$ cat config.mk
export PLATFORM = sky130hd
export DESIGN_NAME = fetch_unit
export DESIGN_NICKNAME = d
export VERILOG_FILES = /design/src/rtl/fetch_unit.sv
export SDC_FILE = /design/constraint.sdc
export NUM_CORES = 1
export LEC_CHECK = 0
export BUFFER_PORTS_ARGS = -buffer_cell sky130_fd_sc_hd__buf_2
export CORE_UTILIZATION = 30
export DETAILED_ROUTE_END_ITERATION = 10
export SYNTH_ARGS = -nofsm -noshare
export SYNTH_HDL_FRONTEND = slang
export SYNTH_SLANG_ARGS = --single-unit
$ cat constraint.sdc
create_clock -name clk -period 1.9 [get_ports clk]
set_clock_uncertainty 0.05 [all_clocks]
set_input_delay 0.475 -clock clk [delete_from_list [all_inputs] [get_ports clk]]
set_output_delay 0.475 -clock clk [all_outputs]
set_load 0.005 [all_outputs]
$ cat src/rtl/fetch_unit.sv
// Instruction fetch: owns the PC, keeps one imem request in flight, squashes responses made stale by redirects.
// Zero-wait memory gives if_valid 3 cycles after leaving IDLE; HOLD freezes the outputs until if_ready or a redirect.
module fetch_unit #(
  parameter int              XLEN         = 32,
  parameter logic [XLEN-1:0] RESET_VECTOR = '0
) (
  input  logic            clk,
  input  logic            reset,
  input  logic            redirect_valid,
  input  logic [XLEN-1:0] redirect_addr,
  output logic            imem_req_valid,
  output logic [XLEN-1:0] imem_req_addr,
  input  logic            imem_req_ready,
  input  logic            imem_resp_valid,
  input  logic [XLEN-1:0] imem_resp_data,
  output logic            if_valid,
  output logic [XLEN-1:0] if_pc,
  output logic [XLEN-1:0] if_instr,
  input  logic            if_ready,
  output logic            misalign_err
);

  typedef enum logic [1:0] {
    S_IDLE,
    S_REQ,
    S_WAIT,
    S_HOLD
  } state_t;

  localparam logic [XLEN-1:0] PC_STEP = XLEN'(4);

  state_t          state_q, state_d;
  logic [XLEN-1:0] pc_q, pc_d;
  logic            squash_q, squash_d;
  logic            valid_d;
  logic [XLEN-1:0] if_pc_d;
  logic [XLEN-1:0] instr_d;
  logic [XLEN-1:0] target;
  logic            target_misaligned;

  assign target            = {redirect_addr[XLEN-1:2], 2'b00};
  assign target_misaligned = redirect_valid && (redirect_addr[1:0] != 2'b00);

  assign imem_req_valid = (state_q == S_REQ);
  assign imem_req_addr  = pc_q;

  always_comb begin
    state_d  = state_q;
    pc_d     = pc_q;
    squash_d = squash_q;
    valid_d  = if_valid;
    if_pc_d  = if_pc;
    instr_d  = if_instr;
    case (state_q)
      S_IDLE: begin
        state_d = S_REQ;
        if (redirect_valid) pc_d = target;
      end
      S_REQ: begin
        if (redirect_valid) pc_d = target;
        // A redirect in the accept cycle means the old address is already in flight.
        if (imem_req_ready) begin
          state_d  = S_WAIT;
          squash_d = redirect_valid;
        end
      end
      S_WAIT: begin
        if (imem_resp_valid) begin
          if (squash_q || redirect_valid) begin
            squash_d = 1'b0;
            state_d  = S_REQ;
            if (redirect_valid) pc_d = target;
          end else begin
            valid_d = 1'b1;
            if_pc_d = pc_q;
            instr_d = imem_resp_data;
            state_d = S_HOLD;
          end
        end else if (redirect_valid) begin
          pc_d     = target;
          squash_d = 1'b1;
        end
      end
      S_HOLD: begin
        if (redirect_valid) begin
          pc_d    = target;
          valid_d = 1'b0;
          state_d = S_REQ;
        end else if (if_ready) begin
          pc_d    = pc_q + PC_STEP;
          valid_d = 1'b0;
          state_d = S_REQ;
        end
      end
      default: state_d = S_IDLE;
    endcase
  end

  always_ff @(posedge clk) begin
    if (reset) begin
      state_q      <= S_IDLE;
      pc_q         <= RESET_VECTOR;
      squash_q     <= 1'b0;
      if_valid     <= 1'b0;
      if_pc        <= '0;
      if_instr     <= '0;
      misalign_err <= 1'b0;
    end else begin
      state_q      <= state_d;
      pc_q         <= pc_d;
      squash_q     <= squash_d;
      if_valid     <= valid_d;
      if_pc        <= if_pc_d;
      if_instr     <= instr_d;
      misalign_err <= misalign_err | target_misaligned;
    end
  end

endmodule

== After elaboration in Yosys (flattened, before gate mapping) ==
Index checks and enable logic that the tools add are counted.
Storage, ports and cells
  bits in registers: 101
  input bits: 70
  output and inout bits: 99
  word-level logic and storage cells: 53
Operators by class
  $add $sub $neg: 1
  eq/ne operators: 9
  muxes and demuxes: 22
  bitwise logic cells: 2
  reduce and logical (&&, ||, !) cells: 12
Operators with widths (number)
  2-to-1 mux 32 bit: 5
  case mux 32 bit (3 select lines): 1
  adder 32 x 3 -> 32 bit, second input constant: 1
  2-to-1 mux 2 bit: 5
  != test 3 bit, second input constant: 3
  2-to-1 mux 1 bit: 8
  case mux 2 bit (4 select lines): 1
  AND reduction 4 bit: 2
  AND reduction 3 bit: 2
  nonzero test 2 bit: 3
  == test 2 bit, second input constant: 2
  != test 2 bit, second input constant: 2
  case mux 1 bit (2 select lines): 2
  == test 2 x 1 -> 1 bit, second input constant: 1
  logical NOT 2 bit: 1
  != test 2 x 1 -> 1 bit, second input constant: 1
  AND reduction 2 bit: 1
  OR reduction 2 bit: 1
  logical AND 1 bit: 1
  logical OR 1 bit: 1
  inverter 1 bit: 1
  bitwise OR 1 bit: 1

== Logic depth before layout (Yosys ltp) ==
Gate-level depths: netlist of the first run.
  depth after elaboration: 4
  gate-level depth with buffers: 8
  mapped depth without buffers: 7

== Least setup slack after synthesis of the first run ==
No wires, ideal clock.
  path type: flip-flop to flip-flop
  start: register pc_q[2], in the netlist imem_req_addr[2]
  end: register pc_q[28], in the netlist imem_req_addr[28]
  library setup time: 0.074 ns
  data arrival time: 1.866 ns
  setup slack: -0.090 ns
  stages on the path, launching flop included: 7
  period minus slack after synthesis: 1.990 ns
  cell sequence: dfxtp_1 -> ha_1 -> nand3_2 -> nor4_4 -> nand4b_1 -> or4_1 -> a31oi_1
On the way
  longest elaborated chain between the ends: 4
Ends and longest elaborated chain
  from (decl): RTL line 33  | logic [XLEN-1:0] pc_q, pc_d;
  from (signal assigned): RTL line 110  | pc_q <= pc_d;
  adder 32 x 3 -> 32 bit: RTL line 90  | pc_d = pc_q + PC_STEP;
  2-to-1 mux 32 bit: RTL line 89  | end else if (if_ready) begin
  2-to-1 mux 32 bit: RTL line 85  | if (redirect_valid) begin
  case mux 32 bit (3 select lines): RTL line 54  | case (state_q)
Every way passes these cells. The select of a mux whose other input is x is not followed.
A chain may end at the register's enable or synchronous reset.

== Worst setup path after layout of the first run ==
  start: register pc_q[2], in the netlist imem_req_addr[2]
  end: register pc_q[21], in the netlist imem_req_addr[21]
Same word-level chain as after synthesis.

==> flow_summary.toml, run 1 <==
[sta]
rsz0062_at_grt = "yes"
worst_slack_ns = 0.0380
hold_slack_ns = 0.299
period_needed_ns = 1.86
finalHoldViolations = 0
clock.fmax_ghz = 0.537
setup_violations = 0
finalCritPeriodShare = 0.980
slew_violations = 0

[route]
vias = 4828
wire_per_inst_um = 15.4
antenna_left = 0
drc_errors = 0
wl_met1_um = 6930
wirelength_um = 15100
routed_via_density = 4.95
drtPass1Iterations = 4
routed.top_layer = "met5"
wl_met3_um = 993
drt-initial-drc-count = 296
met2WireLength_um = 6740

[critical_path]
r2r_slack_ns = 0.04
worst_setup_path_end_kind = "flip-flop"
crit_type = "flip-flop to flip-flop"
cp-start-kind = "flip-flop"
r2r_cells = 7
crit_arrival_ns = 2.08
critical_path_peak_fanout = 5
critPathRequiredTime_ns = 2.12

[synth]
ys_seq_area_frac = 0.438
netlist_instances = 584
synth_top_area_share = 0.438
synthDistinctLibCells = 54
synth_top_cell_by_area = "dfxtp_1"
synth_area_leaders = "dfxtp_1 44%, nand2_1 14%, a21oi_1 10%"
yosys-top-cells-count = "162 x nand2_1, 97 x dfxtp_1, 93 x a21oi_1, 35 x clkbuf_1, 29 x nor2_1"
yosysMostFrequentCell = "nand2_1"
synthFlopType = "dfxtp_1"
syn_avg_cell_area_sq_um = 7.60
synth_edf_count = 0
ys_seq_elements = 97
synthesis.area_sq_um = 4440
synthArstFlopShare = 0
yosys_warnings = 0

[cts]
cts_buffer_depth = 2
cts_num_sinks = 97
holdBufCountCts = 0
clockRootBuffer = "clkbuf_16"
cts_buffers = 9
cts_tree = "done"
htreeDepth = 3
worstSkewPairLatency_ns = 0.36
clk_pin_slew_ns = 0.07

[grt]
grtUsageTotal = 0.196
grt_overflow_total = 0
grt_pass1_wl_um = 22400
grt_max_degree = 66
antenna_found_initial = 1
grt_pass1_vias = 4236

[floorplan]
dieHeight_um = 124
start_util = 0.306
die-area_sq_um = 15300
fp.dieW_um = 124
ios = 169
rows = 44
core_region_area_sq_um = 14500

[run_status]
status = "complete, no violations"

[finish]
final_util = 0.435
area_growth_pct = 42.0
nNetsFinal = 860
fill_cells = 1514
n_antenna_cell = 0
layout-drive-gt1-share = 0.354

[place]
hpwl_um = 11200
numPortBuffers = 164
post-place-ws_ns = -0.0194
place_congestion = 0.846

[hold_path]
min_path_type = "input pin to flip-flop"
whs_path_depth = 3

[flow_run]
drv_cap = 0

[pwr]
p_leak_nw = 2.78
p_per_area_nw_per_um2 = 702
vdd_ir_drop_max_mv = 0.526
## layout make-up
class                      instances  area, sq um  area share
sequential                        97         1960       0.311
inverter                           7         26.3     0.00417
multi-input combinational        438         2380       0.378
timing repair buffer             233         1430       0.227
clock inverter                     7         53.8     0.00854
clock buffer                       9          225      0.0358
tap                              184          230      0.0366
## final timing paths
check,from,to
max,imem_req_addr[2]$_SDFFE_PP0P_,imem_req_addr[21]$_SDFFE_PP0P_
min,imem_resp_data[20],if_instr[20]$_SDFFE_PP0P_
max reg2reg,imem_req_addr[2]$_SDFFE_PP0P_,imem_req_addr[21]$_SDFFE_PP0P_
min reg2reg,misalign_err$_SDFF_PP0_,misalign_err$_SDFF_PP0_
## cells by family after synthesis
| group | share of synthesized area |
|---|---|
| DFF | 0.438 |
| and+or+nand+nor | 0.269 |
| other | 0.000845 |
| AOI/OAI and AO/OA | 0.220 |
| buffers and inverters | 0.0491 |
| xor gates and xnor gates | 0.00592 |
| adders and majority gates | 0.0113 |
| muxes | 0.00677 |
## cells in the final DEF, fill, tap and decap left out, drive strengths merged, types with 3 or more instances in the layout
master,instances
a21oi,93
a311oi,3
a31oi,11
and3,7
buf,233
clkbuf,9
clkinvlp,3
conb,4
dfxtp,97
ha,4
inv,9
mux2i,3
nand2,163
nand2b,4
nand3,17
nand3b,3
nand4,10
nor2,29
nor3,6
nor4,4
o211ai,3
o21a,8
o21ai,22
o31ai,4
o41ai,5
or4,4
xnor2,3
## stage by stage
stage / power [mW] / cells / TNS (ns) / cell area, sq um
finish: 4.42 / 975 / 0 / 6300
global route: 4.65 / 975 / -0.204 / 6300
CTS: 4.47 / 969 / 0 / 6160
detailed placement: 2.70 / 953 / -0.0194 / 5880
global placement: 2.70 / 953 / 0 / 5880
floorplan: 2.42 / 587 / -0.0307 / 4460
## registers in the layout, summed over array words and instances, names as in the netlist
register       cells
if_instr          32
if_pc             30
squash_q           1
state_q            2
imem_req_addr     30
misalign_err       1
if_valid           1
## metal layers
layer | GRT usage | vias up
li1 | - | 2432
met1 | 0.261 | 2199
met2 | 0.301 | 171
met3 | 0.0394 | 24
met4 | 0.0964 | 2
met5 | 0 | -
## timing repair
action / CTS / global route
pin swaps: 0 / 16
buffers inserted: 0 / 6
resized for setup: 2 / 24
setup endpoints to repair: 3 / 14
## critical path, stage by stage, from the launching register on
cell     delay [ns]
dfxtp_4        0.36
buf_6          0.11
nand4_1        0.20
nor4_4         0.35
buf_6          0.17
nand2_4        0.05
o31a_1         0.24
o32ai_1        0.24
## power by group
| group | switching [mW] | internal (mW) |
|---|---|---|
| registers | 0.0497 | 2.09 |
| logic | 0.288 | 0.248 |
| clock network | 0.849 | 0.897 |
Note: power is estimated with default switching activity, not from simulation.
==> run 2, diff against run 1 <==
REMOVE_ABC_BUFFERS = 1   (was default)
TNS_END_PERCENT = 100   (was default)
==> run 2 against run 1 <==
The run now ends with negative setup slack left. Cell area grew 0.70%. Core utilization grew 0.30 points. Total power grew 3.1%. Combinational power shrank 1%. Flip-flop and latch count is the same. Critical endpoint is now imem_req_addr[28]$_SDFFE_PP0P_. Largest cell class unchanged. Global-route usage shrank 0.90 points. Non-clock buffer count is the same. Clock power grew 8%. Final cell count is the same. Sequential power is essentially flat.
==> flow_summary.toml, run 2 (synthesized netlist as in run 1, its figures left out) <==
[pwr]
p_per_area_nw_per_um2 = 719
vdd_ir_drop_max_mv = 0.421
power_mw = 4.56
p_leak_nw = 2.76

[route]
antenna_left = 0
routed_via_density = 4.89
vias = 4766
wire_per_inst_um = 14.6
drc_errors = 0
drt-initial-drc-count = 301
wl_met1_um = 6690
routed.top_layer = "met4"
drtPass1Iterations = 4
wirelength_um = 14300
met2WireLength_um = 6560
wl_met3_um = 861

[hold_path]
min_path_type = "input pin to flip-flop"

[cts]
cts_num_sinks = 97
cts_tree = "done"
cts_buffers = 9
worstSkewPairLatency_ns = 0.36
htreeDepth = 3
clk_pin_slew_ns = 0.07
clockRootBuffer = "clkbuf_16"
holdBufCountCts = 0
cts_buffer_depth = 2

[critical_path]
critPathLaunch = "imem_req_addr[2]$_SDFFE_PP0P_"
cp.depth = 6
reg2reg_to = "imem_req_addr[28]$_SDFFE_PP0P_"
critPathRequiredTime_ns = 2.13
cp-start-kind = "flip-flop"
crit_family = "simple AND/OR/NAND/NOR gates"
crit_chain = "ha_4 > nand3_4 > nor4_4 > nand4b_1 > or4_1 > a31oi_1"
crit_arrival_ns = 2.15
cp_num_buf_inv = 0
r2r_slack_ns = -0.02
endpoint = "imem_req_addr[28]$_SDFFE_PP0P_"
critical_path_peak_fanout = 4
critPathSlowestCell = "or4_1"
worst_setup_path_end_kind = "flip-flop"
r2r_cells = 6
worstReg2RegStart = "imem_req_addr[2]$_SDFFE_PP0P_"
crit_type = "flip-flop to flip-flop"
critical-path-max-stage-delay_ns = 0.45

[grt]
grt_max_degree = 43
grt_overflow_total = 0
grt_pass1_wl_um = 22000
grtUsageTotal = 0.187
antenna_found_initial = 0
grt_pass1_vias = 4331

[finish]
nNetsFinal = 860
area_growth_pct = 43.0
n_antenna_cell = 0
layout-drive-gt1-share = 0.351
largest_register_ffs = 32
max_flop_register = "if_instr"
design_area_sq_um = 6340
final_util = 0.438
final_common_cell = "buf_2"
layout_common_cells = "163 x buf_2, 162 x nand2_1, 93 x a21oi_1, 93 x dfxtp_1, 59 x buf_4"

[sta]
clock.fmax_ghz = 0.521
worst_slack_ns = -0.0189
hold_slack_ns = 0.297
rsz0062_at_grt = "yes"
period_needed_ns = 1.92
setup_violations = 1
finalCritPeriodShare = 1.01
slew_violations = 0
finalHoldViolations = 0

[floorplan]
die-area_sq_um = 15300
fp.dieW_um = 124
rows = 44
ios = 169
dieHeight_um = 124
core_region_area_sq_um = 14500
start_util = 0.306

[place]
post-place-ws_ns = -0.0233
numPortBuffers = 164
hpwl_um = 10100
place_congestion = 0.887
place_area_sq_um = 5900

[run_status]
status = "finished, violations left"
violations = "negative setup slack"

[flow_run]
drv_cap = 0
==> run 2: changes by cell type in the layout (fill, tap and decap cells not counted), sizes merged <==
cell	change
bufinv	+1
clkbuf	+1
clkinvlp	-2
==> run 2: worst min path at each step <==
stage / from / end / slack (ns) / cells after the start
5_1_grt: imem_resp_data[14] / if_instr[14]$_SDFFE_PP0P_ / 0.30 / 3
3_5_place_dp: misalign_err$_SDFF_PP0_ / misalign_err$_SDFF_PP0_ / 0.39 / 2
3_3_place_gp: misalign_err$_SDFF_PP0_ / misalign_err$_SDFF_PP0_ / 0.38 / 2
4_1_cts: imem_resp_data[20] / if_instr[20]$_SDFFE_PP0P_ / 0.28 / 3
6_report: imem_resp_data[14] / if_instr[14]$_SDFFE_PP0P_ / 0.30 / 3
2_1_floorplan: misalign_err$_SDFF_PP0_ / misalign_err$_SDFF_PP0_ / 0.39 / 2
==> run 2: cell type report <==
type                       instances  area, sq um
fill                            1508         8140
multi-input combinational        438         2380
sequential                        97         1950
timing repair buffer             233         1450
tap                              184          230
clock buffer                      10          229
clock inverter                     6         75.1
inverter                           7         26.3
==> run 2: power breakdown <==
group	switching, mW	internal (mW)	total (mW)	leakage [nW]
combinational	0.280	0.250	0.530	1.83
clock	0.852	1.04	1.89	0.145
sequential	0.0485	2.09	2.14	0.790
total	1.18	3.38	4.56	2.76
==> run 2: metal layers <==
metal  GRT usage  vias up
li1            -     2423
met1       0.244     2182
met2       0.305      147
met3      0.0504       14
met4      0.0444        0
met5           0        -
==> run 2: worst min-delay path, delay by kind of cell <==
family / cells / cell delay, ns
buffers and inverters: 1 / 0.09
AO/OA/AOI/OAI: 1 / 0.05
AND/OR/NAND/NOR: 1 / 0.04
==> run 2: stage by stage <==
step                      TNS [ns]  cells
final                      -0.0189    975
after global routing        -0.296    975
after CTS                        0    970
after detailed placement   -0.0276    954
after global placement           0    954
after floorplan             -28.65    542
==> run 2: what timing repair did <==
item,4_1_cts,5_1_grt
buffers inserted,0,5
cloned,0,0
resized for setup,2,24
setup endpoints to repair,3,26
pin swaps,0,11
